### src/rtl/vend_pkg.sv
// Shared types and constants for the vending-machine order controller.
// Holds the controller state enum, coin encodings/values, the credit width
// and its ceiling, plus a coin decode helper.
package vend_pkg;

    localparam int unsigned MONEY_W   = 4;
    localparam int unsigned MONEY_MAX = 15;
    localparam int unsigned CODE_W    = 2;
    localparam int unsigned COUNT_W   = 3;
    localparam int unsigned TIMER_W   = 8;

    typedef enum logic [1:0] {
        IDLE    = 2'd0,
        COLLECT = 2'd1,
        CHECK   = 2'd2,
        VEND    = 2'd3
    } state_e;

    localparam logic [1:0] COIN_1   = 2'b00;
    localparam logic [1:0] COIN_2   = 2'b01;
    localparam logic [1:0] COIN_5   = 2'b10;
    localparam logic [1:0] COIN_BAD = 2'b11;

    localparam logic [MONEY_W-1:0] VAL_1 = MONEY_W'(1);
    localparam logic [MONEY_W-1:0] VAL_2 = MONEY_W'(2);
    localparam logic [MONEY_W-1:0] VAL_5 = MONEY_W'(5);

    // Face value of a coin; the invalid encoding is worth nothing.
    function automatic logic [MONEY_W-1:0] coin_value(input logic [1:0] coin_type);
        case (coin_type)
            COIN_1:  coin_value = VAL_1;
            COIN_2:  coin_value = VAL_2;
            COIN_5:  coin_value = VAL_5;
            default: coin_value = '0;
        endcase
    endfunction

endpackage

### src/rtl/vend_idle_timer.sv
// Idle-cycle counter for the COLLECT state.
// Ports: clk, rst_n (async active-low), clear (restart count), enable (count
// this cycle), expired (this is the TIMEOUT-th consecutive idle cycle).
module vend_idle_timer
    import vend_pkg::*;
#(
    parameter int unsigned TIMEOUT = 255
) (
    input  logic clk,
    input  logic rst_n,
    input  logic clear,
    input  logic enable,
    output logic expired
);

    // Count holds the number of idle cycles already completed, so the
    // TIMEOUT-th idle cycle is the one where the count equals TIMEOUT-1.
    localparam logic [TIMER_W-1:0] LAST = TIMER_W'(TIMEOUT - 1);

    logic [TIMER_W-1:0] cnt_q, cnt_d;

    // Next count: restart on clear, otherwise advance and hold at LAST.
    always_comb begin
        cnt_d = cnt_q;
        if (clear) begin
            cnt_d = '0;
        end else if (enable && (cnt_q != LAST)) begin
            cnt_d = cnt_q + TIMER_W'(1);
        end
    end

    always_ff @(posedge clk or negedge rst_n) begin
        if (!rst_n) begin
            cnt_q <= '0;
        end else begin
            cnt_q <= cnt_d;
        end
    end

    assign expired = enable && (cnt_q == LAST);

endmodule

### src/rtl/vend_order_ctrl.sv
// Sequential front end of the vending machine: collects coins and a selection,
// drives the combinational price checker (code/count/money), samples its
// verdict (posibility/remaining) and issues dispense, change, reject and fail
// pulses. Inputs: clk, rst_n, coin_valid/coin_type, sel_valid/sel_code/
// sel_count, cancel, posibility, remaining. Outputs (all registered): code,
// count, money, dispense/dispense_code/dispense_count, change_valid/change,
// coin_reject, vend_fail, busy.
module vend_order_ctrl
    import vend_pkg::*;
#(
    parameter int unsigned TIMEOUT = 255
) (
    input  logic       clk,
    input  logic       rst_n,
    input  logic       coin_valid,
    input  logic [1:0] coin_type,
    input  logic       sel_valid,
    input  logic [1:0] sel_code,
    input  logic [2:0] sel_count,
    input  logic       cancel,
    input  logic       posibility,
    input  logic [3:0] remaining,
    output logic [1:0] code,
    output logic [2:0] count,
    output logic [3:0] money,
    output logic       dispense,
    output logic [1:0] dispense_code,
    output logic [2:0] dispense_count,
    output logic       change_valid,
    output logic [3:0] change,
    output logic       coin_reject,
    output logic       vend_fail,
    output logic       busy
);

    localparam int unsigned SUM_W = MONEY_W + 1;

    state_e               state_q, state_d;
    logic [MONEY_W-1:0]   money_q, money_d;
    logic [CODE_W-1:0]    code_q, code_d;
    logic [COUNT_W-1:0]   count_q, count_d;
    logic                 dispense_q, dispense_d;
    logic [CODE_W-1:0]    dispense_code_q, dispense_code_d;
    logic [COUNT_W-1:0]   dispense_count_q, dispense_count_d;
    logic                 change_valid_q, change_valid_d;
    logic [MONEY_W-1:0]   change_q, change_d;
    logic                 coin_reject_q, coin_reject_d;
    logic                 vend_fail_q, vend_fail_d;
    logic                 busy_q, busy_d;

    logic                 coin_ok, coin_acc, sel_acc, expired, timer_clear, timer_en;
    logic [SUM_W-1:0]     coin_sum;

    // Coin is acceptable if its encoding is valid and credit stays within range.
    assign coin_sum = SUM_W'(money_q) + SUM_W'(coin_value(coin_type));
    assign coin_ok  = (coin_type != COIN_BAD) && (coin_sum <= SUM_W'(MONEY_MAX));

    // Idle count only runs in COLLECT and restarts on any accepted action.
    assign timer_en    = (state_q == COLLECT);
    assign timer_clear = (state_q != COLLECT) || coin_acc || sel_acc;

    vend_idle_timer #(
        .TIMEOUT (TIMEOUT)
    ) u_idle_timer (
        .clk     (clk),
        .rst_n   (rst_n),
        .clear   (timer_clear),
        .enable  (timer_en),
        .expired (expired)
    );

    // Next-state and registered-output logic; priority cancel/timeout > select > coin.
    always_comb begin
        state_d          = state_q;
        money_d          = money_q;
        code_d           = code_q;
        count_d          = count_q;
        dispense_d       = 1'b0;
        dispense_code_d  = '0;
        dispense_count_d = '0;
        change_valid_d   = 1'b0;
        change_d         = '0;
        vend_fail_d      = 1'b0;
        coin_acc         = 1'b0;
        sel_acc          = 1'b0;

        case (state_q)
            IDLE, COLLECT: begin
                if ((state_q == COLLECT) && (cancel || expired)) begin
                    change_valid_d = 1'b1;
                    change_d       = money_q;
                    money_d        = '0;
                    state_d        = IDLE;
                end else if ((state_q == COLLECT) && sel_valid) begin
                    code_d  = sel_code;
                    count_d = sel_count;
                    sel_acc = 1'b1;
                    state_d = CHECK;
                end else if (coin_valid && coin_ok) begin
                    coin_acc = 1'b1;
                    money_d  = coin_sum[MONEY_W-1:0];
                    state_d  = COLLECT;
                end
            end
            CHECK: begin
                if (posibility) begin
                    dispense_d       = 1'b1;
                    dispense_code_d  = code_q;
                    dispense_count_d = count_q;
                    change_valid_d   = 1'b1;
                    change_d         = remaining;
                    state_d          = VEND;
                end else begin
                    vend_fail_d = 1'b1;
                    state_d     = COLLECT;
                end
            end
            VEND: begin
                money_d = '0;
                state_d = IDLE;
            end
            default: state_d = IDLE;
        endcase

        // Any coin not taken above (bad, overflowing, outranked or mid-decision) goes back.
        coin_reject_d = coin_valid && !coin_acc;
        busy_d        = (state_d == CHECK) || (state_d == VEND);
    end

    always_ff @(posedge clk or negedge rst_n) begin
        if (!rst_n) begin
            state_q          <= IDLE;
            money_q          <= '0;
            code_q           <= '0;
            count_q          <= '0;
            dispense_q       <= 1'b0;
            dispense_code_q  <= '0;
            dispense_count_q <= '0;
            change_valid_q   <= 1'b0;
            change_q         <= '0;
            coin_reject_q    <= 1'b0;
            vend_fail_q      <= 1'b0;
            busy_q           <= 1'b0;
        end else begin
            state_q          <= state_d;
            money_q          <= money_d;
            code_q           <= code_d;
            count_q          <= count_d;
            dispense_q       <= dispense_d;
            dispense_code_q  <= dispense_code_d;
            dispense_count_q <= dispense_count_d;
            change_valid_q   <= change_valid_d;
            change_q         <= change_d;
            coin_reject_q    <= coin_reject_d;
            vend_fail_q      <= vend_fail_d;
            busy_q           <= busy_d;
        end
    end

    assign code           = code_q;
    assign count          = count_q;
    assign money          = money_q;
    assign dispense       = dispense_q;
    assign dispense_code  = dispense_code_q;
    assign dispense_count = dispense_count_q;
    assign change_valid   = change_valid_q;
    assign change         = change_q;
    assign coin_reject    = coin_reject_q;
    assign vend_fail      = vend_fail_q;
    assign busy           = busy_q;

endmodule

### config.mk
export PLATFORM = sky130hd
export DESIGN_NAME = vend_order_ctrl
export DESIGN_NICKNAME = d
export VERILOG_FILES = /design/src/rtl/vend_pkg.sv /design/src/rtl/vend_idle_timer.sv /design/src/rtl/vend_order_ctrl.sv
export SDC_FILE = /design/constraint.sdc
export NUM_CORES = 1
export LEC_CHECK = 0
export BUFFER_PORTS_ARGS = -buffer_cell sky130_fd_sc_hd__buf_2
export CORE_MARGIN = 5
export CORE_UTILIZATION = 29
export DETAILED_ROUTE_END_ITERATION = 12
export PLACE_DENSITY = 0.49
export SETUP_SLACK_MARGIN = 0.15
export SLEW_MARGIN = 10
export SYNTH_ARGS = -nofsm -noshare
export SYNTH_HDL_FRONTEND = slang
export SYNTH_SLANG_ARGS = --single-unit
### constraint.sdc
create_clock -name clk -period 2.4 [get_ports clk]
set_clock_uncertainty 0.05 [all_clocks]
set_input_delay 0.12 -clock clk [delete_from_list [all_inputs] [get_ports clk]]
set_output_delay 0.12 -clock clk [all_outputs]
set_load 0.05 [all_outputs]
==> results.txt <==
- Status: finished clean
- Relative slew slack: 51.9%
- Setup repair after global routing left no endpoint under its margin.
* Share of the synthesized netlist area taken by xor and xnor gates: 3.51%
* Die Span Y: 81.9 um
- In this run, CTS created clock tree buffers numbering 5.
- TritonCTS clock tree: yes
- Number of warnings printed during yosys synthesis: 0
* Area overhead of the layout relative to synthesis: 30.2%
* Tot GR Track Use: 10.4%
* Global placement routability congestion: 0.820
* Setup Slack @ Placement: 0.177 ns
* Highest net fanout along the worst path: 8
- For the pin with the worst max-slew slack, the measured transition is 0.722 ns.
- Maximum Capacitance Violations: 0
- The HPWL after detailed placement is 2480 um.
- The routed design has 3360 um of wire.
* Vias: 1,130
- Dominant combinational cell family by area after synthesis: simple AND/OR/NAND/NOR gates
* Count of flip-flops with a built-in enable after synthesis: 0
* Final antenna-violating net count: 0
- Dividing total power by cell area gives a power density of 1070 mW/mm^2.
- At the worst endpoint, the required time is 2.51 ns.
- In the final timing run, aggregate negative setup slack is 0 ns.
* Synthesized instance count: 130
- First-pass GRT wire length: 5240 um
- Class of the most critical setup path: register to register
* Compound-gate portion of the synthesized area: 12.8%
- Setup slack on the critical path of the routed design comes to 0.242 ns.
- Average instance area after synthesis: 11.5 sq um
- DP Cell Count: 237
- Synthesis instantiated 39 different standard cells from the library.
- Register area share after synthesis: 53.5%
- In the synthesized netlist the dominant register cell turns out to be sky130_fd_sc_hd__dfrtp_1.
* Vias in the first global route: 1,116
- Vias per cell: 4.52
- Of the total synthesized cell area, the portion taken by full adders, half adders and majority gates is 5.51%.
- Clock transition at the register clock pins on the worst setup and hold paths after CTS: 0.07 ns
- The worst setup path is captured at a register.
* Clock root buffer: sky130_fd_sc_hd__clkbuf_8
* Overall power consumption: 0.00208 W
- Timing would allow up to 463 MHz.
* First-pass iteration count of the detailed router: 4
- Pin count of the biggest net entering global routing: 33
- Class of the most critical hold timing path: input pin to register
- After Yosys synthesis, and, or, nand and nor cells account for 17.5% of the synthesized area.
- Number of design rule violations left after detail routing: 0
- Antenna cell count: 0
- The tree built by TritonCTS fans out to 32 sinks.
- Pin placement for this block handled 40 I/O pins.
* Average wire per cell in the routed design: 13.4 um
- Maximum clock insertion buffer count: 2
- H-tree lvl count: 2
- The number of nets handed over by synthesis was 153.
- Die width: 81.9 um
* Hold Violations, Final: 0
- Global-route congestion overflow total: 0
- After layout, the minimum clock period comes to 2.16 ns.
- The count of pins over their slew limit is 0.
- After the last flow step, the layout net total stands at 202.
- Buffers placed on the I/O ports in this run total 39.
- Tcrit/Tclk final: 89.9%
* Launching element of the worst setup path: money[0]
- The number of antenna violations at the first check in global routing came to 0.
* Startpoint of the lowest-slack hold path: remaining[0]
- After synthesis, the share of flip-flops with an asynchronous set or reset is 100%.
- Measured against the total synthesized area, the mux share comes to 4.43%.
* Placeable Area: 0.00507 sq mm
- Leaving out filler cells and counting taps, the final layout contains 250.
- Setup crit start kind: register
- Die footprint: 0.00670 sq mm
* Worst voltage drop across the vdd grid: 0.310 mV
- Pleak: 0.987 nW
- Setup violation total in the final timing report: 0
* Crit path DAT: 2.26 ns
- Register bit count reported by yosys: 32
* Floorplan row count: 26
- Starting density of the core: 29.5%
- After the first detailed-routing iteration, the DRC count stood at 51.
- The startpoint identified for the worst register-to-register timing path is money[0].
* Clock insertion delay at the later pin of the skew report: 0.29 ns
- The filler cells instantiated in the layout total 507.
- Synth Cell Area: 0.00150 sq mm
- The post-route netlist has 35.6% of its cells at a drive strength greater than 1.
## worst max-delay path: stages, from the launching register on
cell	delay [ns]
sky130_fd_sc_hd__dfrtp_2	0.42
sky130_fd_sc_hd__ha_1	0.21
sky130_fd_sc_hd__fa_2	0.36
sky130_fd_sc_hd__a21o_1	0.19
sky130_fd_sc_hd__a221oi_4	0.37
sky130_fd_sc_hd__o311ai_4	0.17
sky130_fd_sc_hd__a21oi_1	0.17
sky130_fd_sc_hd__o22ai_1	0.09
## layout by cell type, fill, tap and decap left out, drive strengths merged
| cell type | synthesis | final |
|---|---|---|
| buf | 1 | 40 |
| dfrtp | 32 | 32 |
| nor2 | 14 | 14 |
| nand2 | 12 | 12 |
| inv | 7 | 7 |
| o21ai | 6 | 6 |
| and2 | 5 | 5 |
| mux2 | 5 | 5 |
| xor2 | 5 | 5 |
| ha | 5 | 5 |
| clkbuf | 1 | 5 |
| nand4 | 5 | 5 |
| a22o | 4 | 4 |
| dlygate4sd3 | 0 | 4 |
| nand3 | 3 | 3 |
| a21oi | 3 | 3 |
| or2 | 2 | 2 |
| a21o | 2 | 2 |
| o22ai | 2 | 2 |
| and3 | 2 | 2 |
| nor2b | 1 | 1 |
| nand2b | 1 | 1 |
| nor4bb | 1 | 1 |
| a221oi | 1 | 1 |
| or3 | 1 | 1 |
| a31oi | 1 | 1 |
| nor3 | 1 | 1 |
| a211oi | 1 | 1 |
| xnor2 | 1 | 1 |
| o31ai | 1 | 1 |
| o311ai | 1 | 1 |
| mux2i | 1 | 1 |
| o221a | 1 | 1 |
| fa | 1 | 1 |
| bufinv | 0 | 1 |
| clkinvlp | 0 | 1 |
| clkinv | 0 | 1 |
## power by group
group          switching, W  total [W]  leakage (nW)  internal (W)
combinational      0.000574   0.000815         0.509      0.000241
sequential        0.0000972   0.000748         0.424      0.000651
clock              0.000214   0.000521        0.0541      0.000307
total              0.000885    0.00208         0.987       0.00120
## sequential cells by signal (all words and copies together), names as in the netlist
register            cells
change_valid            1
change                  4
dispense_code           2
state_q                 1
count                   3
dispense_count          3
money                   4
code                    2
coin_reject             1
vend_fail               1
busy                    1
u_idle_timer.cnt_q      8
dispense                1
## cell usage after synthesis, types with 2 or more instances
master | n | area [sq um]
sky130_fd_sc_hd__or2_1 | 2 | 12.5
sky130_fd_sc_hd__o21ai_0 | 2 | 10.0
sky130_fd_sc_hd__a22o_1 | 4 | 35.0
sky130_fd_sc_hd__a21oi_1 | 2 | 10.0
sky130_fd_sc_hd__o21ai_1 | 3 | 15.0
sky130_fd_sc_hd__xor2_1 | 5 | 43.8
sky130_fd_sc_hd__nand4_1 | 4 | 25.0
sky130_fd_sc_hd__ha_1 | 5 | 62.6
sky130_fd_sc_hd__a21o_1 | 2 | 15.0
sky130_fd_sc_hd__inv_1 | 7 | 26.3
sky130_fd_sc_hd__o22ai_1 | 2 | 12.5
sky130_fd_sc_hd__nor2_1 | 13 | 48.8
sky130_fd_sc_hd__dfrtp_1 | 32 | 801
sky130_fd_sc_hd__nand3_1 | 3 | 15.0
sky130_fd_sc_hd__nand2_1 | 12 | 45.0
sky130_fd_sc_hd__and2_1 | 5 | 31.3
sky130_fd_sc_hd__mux2_2 | 5 | 56.3
## area by class of cell
cell class | count | area (sq um) | area share, %
Sequential cell | 32 | 802 | 41.1
Tap cell | 70 | 87.6 | 4.49
Multi-Input combinational cell | 89 | 679 | 34.9
Timing Repair Buffer | 44 | 243 | 12.5
Clock buffer | 5 | 68.8 | 3.53
Clock inverter | 3 | 42.5 | 2.18
Inverter | 7 | 26.3 | 1.35
## cell families after synthesis
family                   Yosys count
AO/OA/AOI/OAI                     23
XOR/XNOR                           6
adder cells (fa/ha/maj)            6
buffers and inverters              9
flip-flops                        32
multiplexers                       6
AND/OR/NAND/NOR                   48
## through the flow
step	hold slack, ns	util (%)	area (sq um)
2_1_floorplan	-0.226	-	1520
5_1_grt	0.00978	38.4	1950
6_report	0.0113	38.4	1950
3_3_place_gp	0.163	35.2	1790
3_5_place_dp	0.172	35.2	1790
4_1_cts	0.00496	38.2	1940
## worst paths after layout
check / slack, ns / depth (start not counted) / end
worst max-delay path: 0.24 / 7 / money[3]
worst min-delay path: 0.01 / 2 / change[0]
worst max register to register: 0.24 / 7 / money[3]
worst min register to register: 0.45 / 1 / dispense_code[0]
max in group asynchronous: 1.43 / 2 / money[0]
min in group asynchronous: 0.37 / 2 / vend_fail
## what timing repair did
action	in CTS	in global routing
endpoints found under the hold margin	35	0
hold buffers	4	0
setup buffers	0	1
gates resized for setup	0	1
endpoints found under the setup margin	0	8
## layer usage
metal	track usage, %	up-vias	share of wire (%)
li1	-	552	-
met1	13.3	536	47
met2	16.5	38	45
met3	3.07	4	7.2
met4	4.15	0	1.2
met5	0	-	0
No activity file was read; power rests on OpenSTA's default activity.
